[src/rtl/cpu_isa_pkg.sv]
// Shared ISA definitions for the simple CPU: opcodes, instruction field
// positions and the dispatch sequencer state encoding.
package cpu_isa_pkg;

    localparam logic [3:0] OP_MOVI = 4'd0;
    localparam logic [3:0] OP_MOV  = 4'd1;
    localparam logic [3:0] OP_ADD  = 4'd2;
    localparam logic [3:0] OP_SUB  = 4'd3;
    localparam logic [3:0] OP_HALT = 4'd15;

    localparam int OP_MSB  = 15;
    localparam int OP_LSB  = 12;
    localparam int RI_MSB  = 11;
    localparam int RI_LSB  = 6;
    localparam int NUM_MSB = 5;
    localparam int NUM_LSB = 0;

    typedef enum logic [2:0] {
        ST_IDLE     = 3'd0,
        ST_FETCH    = 3'd1,
        ST_DECODE   = 3'd2,
        ST_DISPATCH = 3'd3,
        ST_WAIT     = 3'd4,
        ST_HALT     = 3'd5
    } state_t;

endpackage

[src/rtl/instr_dispatch_op_decode.sv]
// Combinational opcode decoder: one-hot start vector (bit0 MOVI .. bit3 SUB)
// plus halt/illegal flags. Shared with the trace/debug block.
module op_decode
    import cpu_isa_pkg::*;
(
    input  logic [3:0] i_opcode,
    output logic [3:0] o_start_vec,
    output logic       o_is_halt,
    output logic       o_is_illegal
);

    always_comb begin
        o_start_vec  = 4'b0000;
        o_is_halt    = 1'b0;
        o_is_illegal = 1'b0;
        case (i_opcode)
            OP_MOVI: o_start_vec  = 4'b0001;
            OP_MOV:  o_start_vec  = 4'b0010;
            OP_ADD:  o_start_vec  = 4'b0100;
            OP_SUB:  o_start_vec  = 4'b1000;
            OP_HALT: o_is_halt    = 1'b1;
            default: o_is_illegal = 1'b1;
        endcase
    end

endmodule

[src/rtl/instr_dispatch.sv]
// Fetch/decode/dispatch sequencer feeding the per-instruction FSMs.
// Optional WAIT watchdog enabled by defining DISPATCH_TIMEOUT_EN.
module instr_dispatch
    import cpu_isa_pkg::*;
#(
    parameter int ADDR_W         = 8,
    parameter int TIMEOUT_CYCLES = 64
)
(
    input  logic              clk,
    input  logic              reset,
    input  logic              run,
    input  logic [15:0]       instr_in,
    output logic [ADDR_W-1:0] pc_out,
    output logic              mem_rd,
    output logic [5:0]        Ri_out,
    output logic [5:0]        num_out,
    output logic              start_movi,
    output logic              start_mov,
    output logic              start_add,
    output logic              start_sub,
    input  logic              done_in,
    output logic              busy,
    output logic              halted,
    output logic              illegal,
    output logic [2:0]        dbg_state
);

    state_t              r_state;
    logic [ADDR_W-1:0]   r_pc;
    logic                r_mem_rd;
    logic [3:0]          r_start;
    logic [5:0]          r_ri;
    logic [5:0]          r_num;
    logic                r_busy;
    logic                r_halted;
    logic                r_illegal;

    logic [3:0]          w_start_vec;
    logic                w_is_halt;
    logic                w_is_illegal;

`ifdef DISPATCH_TIMEOUT_EN
    localparam int CNT_W = (TIMEOUT_CYCLES > 1) ? $clog2(TIMEOUT_CYCLES) : 1;
    localparam logic [CNT_W-1:0] CNT_LAST = CNT_W'(TIMEOUT_CYCLES - 1);
    logic [CNT_W-1:0]    r_wait_cnt;
`endif

    // instr_in is valid in DECODE (one cycle after the FETCH read strobe).
    op_decode u_op_decode (
        .i_opcode     (instr_in[OP_MSB:OP_LSB]),
        .o_start_vec  (w_start_vec),
        .o_is_halt    (w_is_halt),
        .o_is_illegal (w_is_illegal)
    );

    // Handshake: one start_* pulse per dispatched word; the FSM answers with a
    // single-cycle done_in, which is only honoured while in WAIT.
    always_ff @(posedge clk) begin
        if (reset) begin
            r_state   <= ST_IDLE;
            r_pc      <= '0;
            r_mem_rd  <= 1'b0;
            r_start   <= 4'b0000;
            r_ri      <= '0;
            r_num     <= '0;
            r_busy    <= 1'b0;
            r_halted  <= 1'b0;
            r_illegal <= 1'b0;
`ifdef DISPATCH_TIMEOUT_EN
            r_wait_cnt <= '0;
`endif
        end else begin
            r_mem_rd <= 1'b0;
            r_start  <= 4'b0000;
            case (r_state)
                ST_IDLE: begin
                    if (run) begin
                        r_state  <= ST_FETCH;
                        r_mem_rd <= 1'b1;
                        r_busy   <= 1'b1;
                    end
                end
                ST_FETCH: begin
                    r_state <= ST_DECODE;
                end
                ST_DECODE: begin
                    r_ri  <= instr_in[RI_MSB:RI_LSB];
                    r_num <= instr_in[NUM_MSB:NUM_LSB];
                    if (w_is_halt || w_is_illegal) begin
                        r_state   <= ST_HALT;
                        r_busy    <= 1'b0;
                        r_halted  <= 1'b1;
                        r_illegal <= w_is_illegal;
                    end else begin
                        r_state <= ST_DISPATCH;
                        r_start <= w_start_vec;
                    end
                end
                ST_DISPATCH: begin
                    r_state <= ST_WAIT;
`ifdef DISPATCH_TIMEOUT_EN
                    r_wait_cnt <= '0;
`endif
                end
                ST_WAIT: begin
                    if (done_in) begin
                        r_pc <= r_pc + ADDR_W'(1);
                        if (run) begin
                            r_state  <= ST_FETCH;
                            r_mem_rd <= 1'b1;
                        end else begin
                            r_state <= ST_IDLE;
                            r_busy  <= 1'b0;
                        end
                    end
`ifdef DISPATCH_TIMEOUT_EN
                    else if (r_wait_cnt == CNT_LAST) begin
                        r_state  <= ST_HALT;
                        r_busy   <= 1'b0;
                        r_halted <= 1'b1;
                    end else begin
                        r_wait_cnt <= r_wait_cnt + CNT_W'(1);
                    end
`endif
                end
                ST_HALT: begin
                    r_state <= ST_HALT;
                end
                default: begin
                    r_state <= ST_IDLE;
                    r_busy  <= 1'b0;
                end
            endcase
        end
    end

    assign pc_out     = r_pc;
    assign mem_rd     = r_mem_rd;
    assign Ri_out     = r_ri;
    assign num_out    = r_num;
    assign start_movi = r_start[0];
    assign start_mov  = r_start[1];
    assign start_add  = r_start[2];
    assign start_sub  = r_start[3];
    assign busy       = r_busy;
    assign halted     = r_halted;
    assign illegal    = r_illegal;
    assign dbg_state  = r_state;

endmodule

[config.mk]
export PLATFORM = sky130hd
export DESIGN_NAME = instr_dispatch
export DESIGN_NICKNAME = d
export VERILOG_FILES = /design/src/rtl/cpu_isa_pkg.sv /design/src/rtl/instr_dispatch_op_decode.sv /design/src/rtl/instr_dispatch.sv
export SDC_FILE = /design/constraint.sdc
export NUM_CORES = 1
export LEC_CHECK = 0
export CAP_MARGIN = 5
export CORE_ASPECT_RATIO = 1.2
export CORE_MARGIN = 2
export CORE_UTILIZATION = 24
export CTS_CLUSTER_DIAMETER = 200
export CTS_CLUSTER_SIZE = 28
export DETAILED_ROUTE_END_ITERATION = 12
export PLACE_DENSITY = 0.53
export RECOVER_POWER = 50
export REMOVE_ABC_BUFFERS = 1
export SETUP_SLACK_MARGIN = 0.05
export SLEW_MARGIN = 15
export SYNTH_ARGS = -nofsm -noshare
export SYNTH_HDL_FRONTEND = slang
export SYNTH_HIERARCHICAL = 1
export SYNTH_SLANG_ARGS = --single-unit
[constraint.sdc]
create_clock -name clk -period 1.7 [get_ports clk]
set_input_delay 0.255 -clock clk [delete_from_list [all_inputs] [get_ports clk]]
set_output_delay 0.255 -clock clk [all_outputs]
set_load 0.03 [all_outputs]
==> impl_metrics.tcl <==
set metrics [dict create \
    cts_tree "done" \
    dp.cells 269 \
    portBuffers 50 \
    maxSlewViolCount 0 \
    period_needed_ns 1.562 \
    path_class "reg -> out" \
    slew-limit-headroom 0.7351 \
    multi_input_area_um2 623.1 \
    startpoint_type "flip-flop" \
    synth_cell_types 37 \
    h-tree-depth 2 \
    gr-usage-all-layers 0.1200 \
    cts_root_buf "clkbuf_8" \
    finClkSkew_ns 0.005463 \
    async_flop_share 0 \
    grt_pass1_vias 1168 \
    synthCells 151 \
    avgSynthCellArea_um2 8.692 \
    r2r_end "pc_out[4]$_SDFFE_PP0P_" \
    r2r_start "dbg_state[1]$_SDFFE_PP0P_" \
    die_w_um 71.51 \
    clock_latency_ns 0.29 \
    outcome "finished clean" \
    ys_warn_count 6 \
    drtAntennaViolNets 0 \
    synthFlopType "dfxtp_1" \
    cts_sinks 31 \
    fillerInstances 592 \
    antennaDiodeCount 0 \
    grt_start_max_net_pins 15 \
    worst_setup_path_end_kind "primary output" \
    grt_pass1_wl_um 5685 \
    core_um2 5298 \
    critPathTopFamily "buffers and inverters" \
    fmax_ghz 0.6402 \
    drive_gt1_frac 0.1256 \
    ios 51 \
    synth_edf_count 0 \
    slowest_stage "clkdlybuf4s50_1" \
    crit_arrival_ns 1.31 \
    clkTransAtPathRegs_ns 0.07 \
    cts_made_buffers 5 \
    finalPower_uw 1845 \
    vias 1218 \
    place.gp.congestion 0.7706 \
    synth_most_common_cell "dfxtp_1" \
    setup_viol 0 \
    yosysSeqAreaShare 0.4728 \
    startpoint "pc_out[7]$_SDFFE_PP0P_" \
    final_util 0.3798 \
    period_share 0.9188 \
    powerDensity_nw_per_um2 917.2 \
    max-vdd-ir-drop_v 0.0002733 \
    synth_area_leader_cell "dfxtp_1" \
    synthTopCellsByCount "dfxtp_1 (31), nand2_1 (26), a21oi_1 (20), nor2_1 (8), o21ai_0 (6)" \
    ys_top_cells_by_area "dfxtp_1 (47%), a21oi_1 (7.6%), nand2_1 (7.4%)" \
    cap_violations 0 \
    die_area_um2 6079 \
    ctsLongestPathBuffers 2 \
    worstHoldStart "num_out[4]$_SDFFE_PP0P_" \
    rrSetupSlack_ns 0.19 \
    fin_cells 277 \
    rr_worst_depth 4 \
    die_h_um 85.01 \
    vias_per_cell 4.397 \
    critical_path_buf_inv_count 1 \
    drtPass1Iterations 4 \
    worst_pin_slew_ns 0.3873 \
    crit_cells 1 \
    cp_max_fo 3 \
    post-route-drc-count 0 \
    wl_per_cell_um 11.89 \
    area_growth_syn_to_layout_pct 53.29 \
    hold_class "reg -> reg" \
    rsz0062_at_grt "no" \
    synth_top_area_share 0.4728 \
    initial_core_util 0.2478 \
    finalHoldViolCount 0 \
    critPathMaxStageDelay_ns 0.68 \
    routed_wl_um 3293 \
    antenna_found_initial 0 \
    fp-row-count 29 \
    netlist_area_um2 1313 \
    seq_area_um2 620.6 \
    postCtsHoldBufs 0 \
    overflow 0 \
    nets 235 \
    crit_path_end "pc_out[7]" \
    drtIter0Drc 48 \
    cp.required_ns 1.44 \
    leakage_uw 0.0007394 \
    synth_seq_cells 31 \
    postCtsSetupBuffers 0 \
    path_cells "clkdlybuf4s50_1" \
    dpl.hpwl_um 2361 \
]
cell usage in the layout (no fill, tap or decap), drive strengths merged, types with 2 or more instances in the layout:
master         Yosys  final
and2               4      4
or4                2      2
dfxtp             31     31
nor4               2      2
o21ai              6      6
nand2             26     26
nor3               3      3
a21oi             20     20
o31ai              2      2
or3                3      3
dlygate4sd2        0      4
nor2               8      8
buf                6     11
clkdlybuf4s50      0     38
nor4b              2      2
clkbuf             3     17
mux2i              2      2
inv                5      5
nor2b              4      4
nand3              4      4
o21bai             2      2
and3               2      2
per-stage QoR:
stage	instance area (um2)	setup WS (ns)	hold slack (ns)	setup TNS, ns
after global placement	1953	-0.04454	0.4419	-0.04454
after detailed placement	1953	-0.09821	0.4460	-0.1146
after CTS	2066	0.05360	0.4558	0
after floorplan	1262	0.001247	0.3241	0
after global routing	2012	0.04077	0.4730	0
final	2012	0.1380	0.4527	0
state kept, by name, summed over array words and instances, names as in the netlist:
signal and count:
Ri_out 6, illegal 1, mem_rd 1, dbg_state 3, busy 1, pc_out 8, halted 1, r_start 4
num_out 6
layout make-up:
class,instances,share of cell area
inverter,5,0.009328
multi-input combinational,106,0.3097
tap,62,0.03856
clock inverter,2,0.01741
timing repair buffer,65,0.2755
clock buffer,6,0.04104
sequential,31,0.3085
report_power, final:
group / internal, uW / total, uW / switching (uW)
sequential: 757 / 781 / 24.1
combinational: 143 / 300 / 158
clock: 474 / 764 / 290
how the worst min path moves through the flow:
stage | end | cells past startpoint
floorplan | Ri_out[0]$_SDFFE_PP0P_ | 1
global placement | Ri_out[3]$_SDFFE_PP0P_ | 2
detailed placement | Ri_out[1]$_SDFFE_PP0P_ | 2
CTS | Ri_out[1]$_SDFFE_PP0P_ | 2
global route | num_out[0]$_SDFFE_PP0P_ | 2
finish | num_out[4]$_SDFFE_PP0P_ | 2
repair_timing:
item / in CTS / in global routing
gates cloned: 0 / 0
gates resized for setup: 4 / 8
endpoints found under the setup margin: 4 / 8
cells by family (layout without fill, tap and decap cells):
logic type,after synthesis,count (layout),synth area share
simple gates,67,67,0.2869
compound gates,34,34,0.1478
flops,31,31,0.4728
buf+inv,14,78,0.05243
mux,3,3,0.02383
fa+ha+maj,1,1,0.009531
xor+xnor,1,1,0.006674
routing by layer:
layer  up-vias  track usage  wire [um]
met2        34       0.1886       1531
met4         0      0.05146         58
li1        648            -          -
met5         -            0          0
met1       530       0.1460       1483
met3         6      0.04513        220
Power figures use the tool's default switching activity.
==> edit (config.mk and constraints unchanged) <==
Add an input register stage for `run`, `instr_in` and `done_in`; this delays them by one clock. Comments in the files are not updated.
--- a/src/rtl/instr_dispatch.sv
+++ b/src/rtl/instr_dispatch.sv
@@ -27,4 +27,14 @@
 );
 
+    logic run_q;
+    logic [15:0] instr_q;
+    logic done_q;
+
+    always_ff @(posedge clk) begin
+        run_q   <= run;
+        instr_q <= instr_in;
+        done_q  <= done_in;
+    end
+
     state_t              r_state;
     logic [ADDR_W-1:0]   r_pc;
@@ -49,5 +59,5 @@
     // instr_in is valid in DECODE (one cycle after the FETCH read strobe).
     op_decode u_op_decode (
-        .i_opcode     (instr_in[OP_MSB:OP_LSB]),
+        .i_opcode     (instr_q[OP_MSB:OP_LSB]),
         .o_start_vec  (w_start_vec),
         .o_is_halt    (w_is_halt),
@@ -76,5 +86,5 @@
             case (r_state)
                 ST_IDLE: begin
-                    if (run) begin
+                    if (run_q) begin
                         r_state  <= ST_FETCH;
                         r_mem_rd <= 1'b1;
@@ -86,6 +96,6 @@
                 end
                 ST_DECODE: begin
-                    r_ri  <= instr_in[RI_MSB:RI_LSB];
-                    r_num <= instr_in[NUM_MSB:NUM_LSB];
+                    r_ri  <= instr_q[RI_MSB:RI_LSB];
+                    r_num <= instr_q[NUM_MSB:NUM_LSB];
                     if (w_is_halt || w_is_illegal) begin
                         r_state   <= ST_HALT;
@@ -105,7 +115,7 @@
                 end
                 ST_WAIT: begin
-                    if (done_in) begin
+                    if (done_q) begin
                         r_pc <= r_pc + ADDR_W'(1);
-                        if (run) begin
+                        if (run_q) begin
                             r_state  <= ST_FETCH;
                             r_mem_rd <= 1'b1;
Formal check against the unedited RTL: not equivalent (a bounded check fails within 4 cycles, from zero or initial values and one cycle with reset high).
==> edit against the unedited design <==
- total power increased by 17%
- area after synthesis is 27% higher
- register-to-register slack lost 0.03 ns
- sequential power up 57%
- worst setup slack worse by 0.031 ns
- worst hold slack worse by 0.020 ns
- clock skew up 0.0038 ns
- sequential cell count is 18 higher
- design area is 15% higher
- count of clock-buffer cells in the layout is 1 lower
- wire length increased by 4.3%
- critical path type unchanged
==> edit: results (changes against the unedited design) <==
Run status
  • Outcome: complete, no violations

Yosys
  • Commonest cells post-synth: dfxtp_1, nand2_1, a21oi_1, nor2_1, nor3_1
  • Sequential area share after synthesis: 58.9% (+12 points)
  • Post-synth cell types: 35 (-5.4%)
  • Mean Syn Cell Area: 9.75 um^2 (+12%)
  • Largest cells by area after synthesis: dfxtp_1, nand2_1, a21oi_1

GRT
  • First-pass GRT wire length: 5660 um (-0.37%)
  • Met1 global-route usage: 10.8% (-3.8 points)
  • GR Util All Layers: 9.63% (-2.4 points)
  • Largest net degree at the start of global routing: 17 (+2)
  • Met2 Resource Use GR: 15.8% (-3.0 points)
  • Vias in the first global route: 1,277 (+9.3%)

Setup path
  • CP endpoint: illegal
  • Crit path max fanout: 2 (-1)
  • RR Startpoint: instr_q[14]$_DFF_P_
  • CP arrival: 1.34 ns (+0.03 ns)

STA
  • Layout Skew: 0.00926 ns (+0.00380 ns)
  • Worst-Margin Slew: 0.424 ns (+0.0372 ns)
  • Fmax: 628 MHz (-2.0%)

Place
  • Detailed placement HPWL: 2510 um (+6.5%)
  • Final RePlAce weighted congestion: 0.758 (-1.7%)
  • Post-place setup slack: -0.0403 ns (+0.0579 ns)
  • DP Cell Count: 309 (+15%)

Layout
  • Final instance area: 2320 um^2 (+15%)
  • Max reg flops: 16 (+8)
  • Final Net Count: 250 (+6.4%)
  • Fill cell count: 738 (+25%)
  • Layout cell share with drive strength beyond 1: 8.70% (-3.9 points)

Clock tree
  • Reg clk slew, reported paths: 0.09 ns (+0.02 ns)
  • Post-CTS Resized: 7 (+3)

Routing
  • DRT met1 WL: 1530 um (+2.9%)

Power and ir drop
  • Switch Pwr: 562 uW (+19%)
  • Leakage: 0.000868 uW (+17%)

Hold path
  • Hold Path Origin: instr_q[3]$_DFF_P_
[edit: cell count changes after synthesis, sizes merged, moves of 3 or more]
cell / before / now
dfxtp: 31 / 49
inv: 5 / 2
nand2: 26 / 34
nand3: 4 / 1
nor2: 8 / 18
nor2b: 4 / 1
o21ai: 6 / 2
xnor2: 0 / 4
[edit: layout make-up]
class / instances / area share (%)
Multi-Input combinational cell: 112 / 26.5
Clock buffer: 5 / 2.96
Tap cell: 87 / 4.69
Inverter: 2 / 0.323
Clock inverter: 3 / 0.916
Timing Repair Buffer: 59 / 22.4
Sequential cell: 49 / 42.3
[edit: power by group through the flow]
stage / Clock, uW / Sequential [uW] / Combinational (uW)
after detailed placement: 0 / 1260 / 263
after floorplan: 0 / 1300 / 74.5
final: 689 / 1230 / 242
after CTS: 739 / 1230 / 262
after global placement: 0 / 1260 / 262
after global routing: 787 / 1240 / 265
[edit: kinds of logic (layout without fill, tap and decap cells)]
| family | after synthesis | count (layout) | share of synthesized area, % |
|---|---|---|---|
| flops | 49 | 49 | 58.9 |
| compound gates | 25 | 25 | 8.48 |
| simple gates | 79 | 79 | 25.1 |
| buf+inv | 10 | 69 | 3.15 |
| fa+ha+maj | 1 | 1 | 0.751 |
| xor+xnor | 7 | 7 | 3.68 |
[edit: worst reg2reg max path: cells and delay by family (launching register included)]
family | cells | cell delay, ns
flops | 1 | 0.39
simple gates | 5 | 1.12
[edit: worst min path at each step]
stage,slack [ns],endpoint
3_5_place_dp,0.43,Ri_out[4]$_SDFFE_PP0P_
2_1_floorplan,0.28,done_q$_DFF_P_
3_3_place_gp,0.42,Ri_out[2]$_SDFFE_PP0P_
4_1_cts,0.37,instr_q[0]$_DFF_P_
6_report,0.43,num_out[3]$_SDFFE_PP0P_
5_1_grt,0.44,num_out[3]$_SDFFE_PP0P_
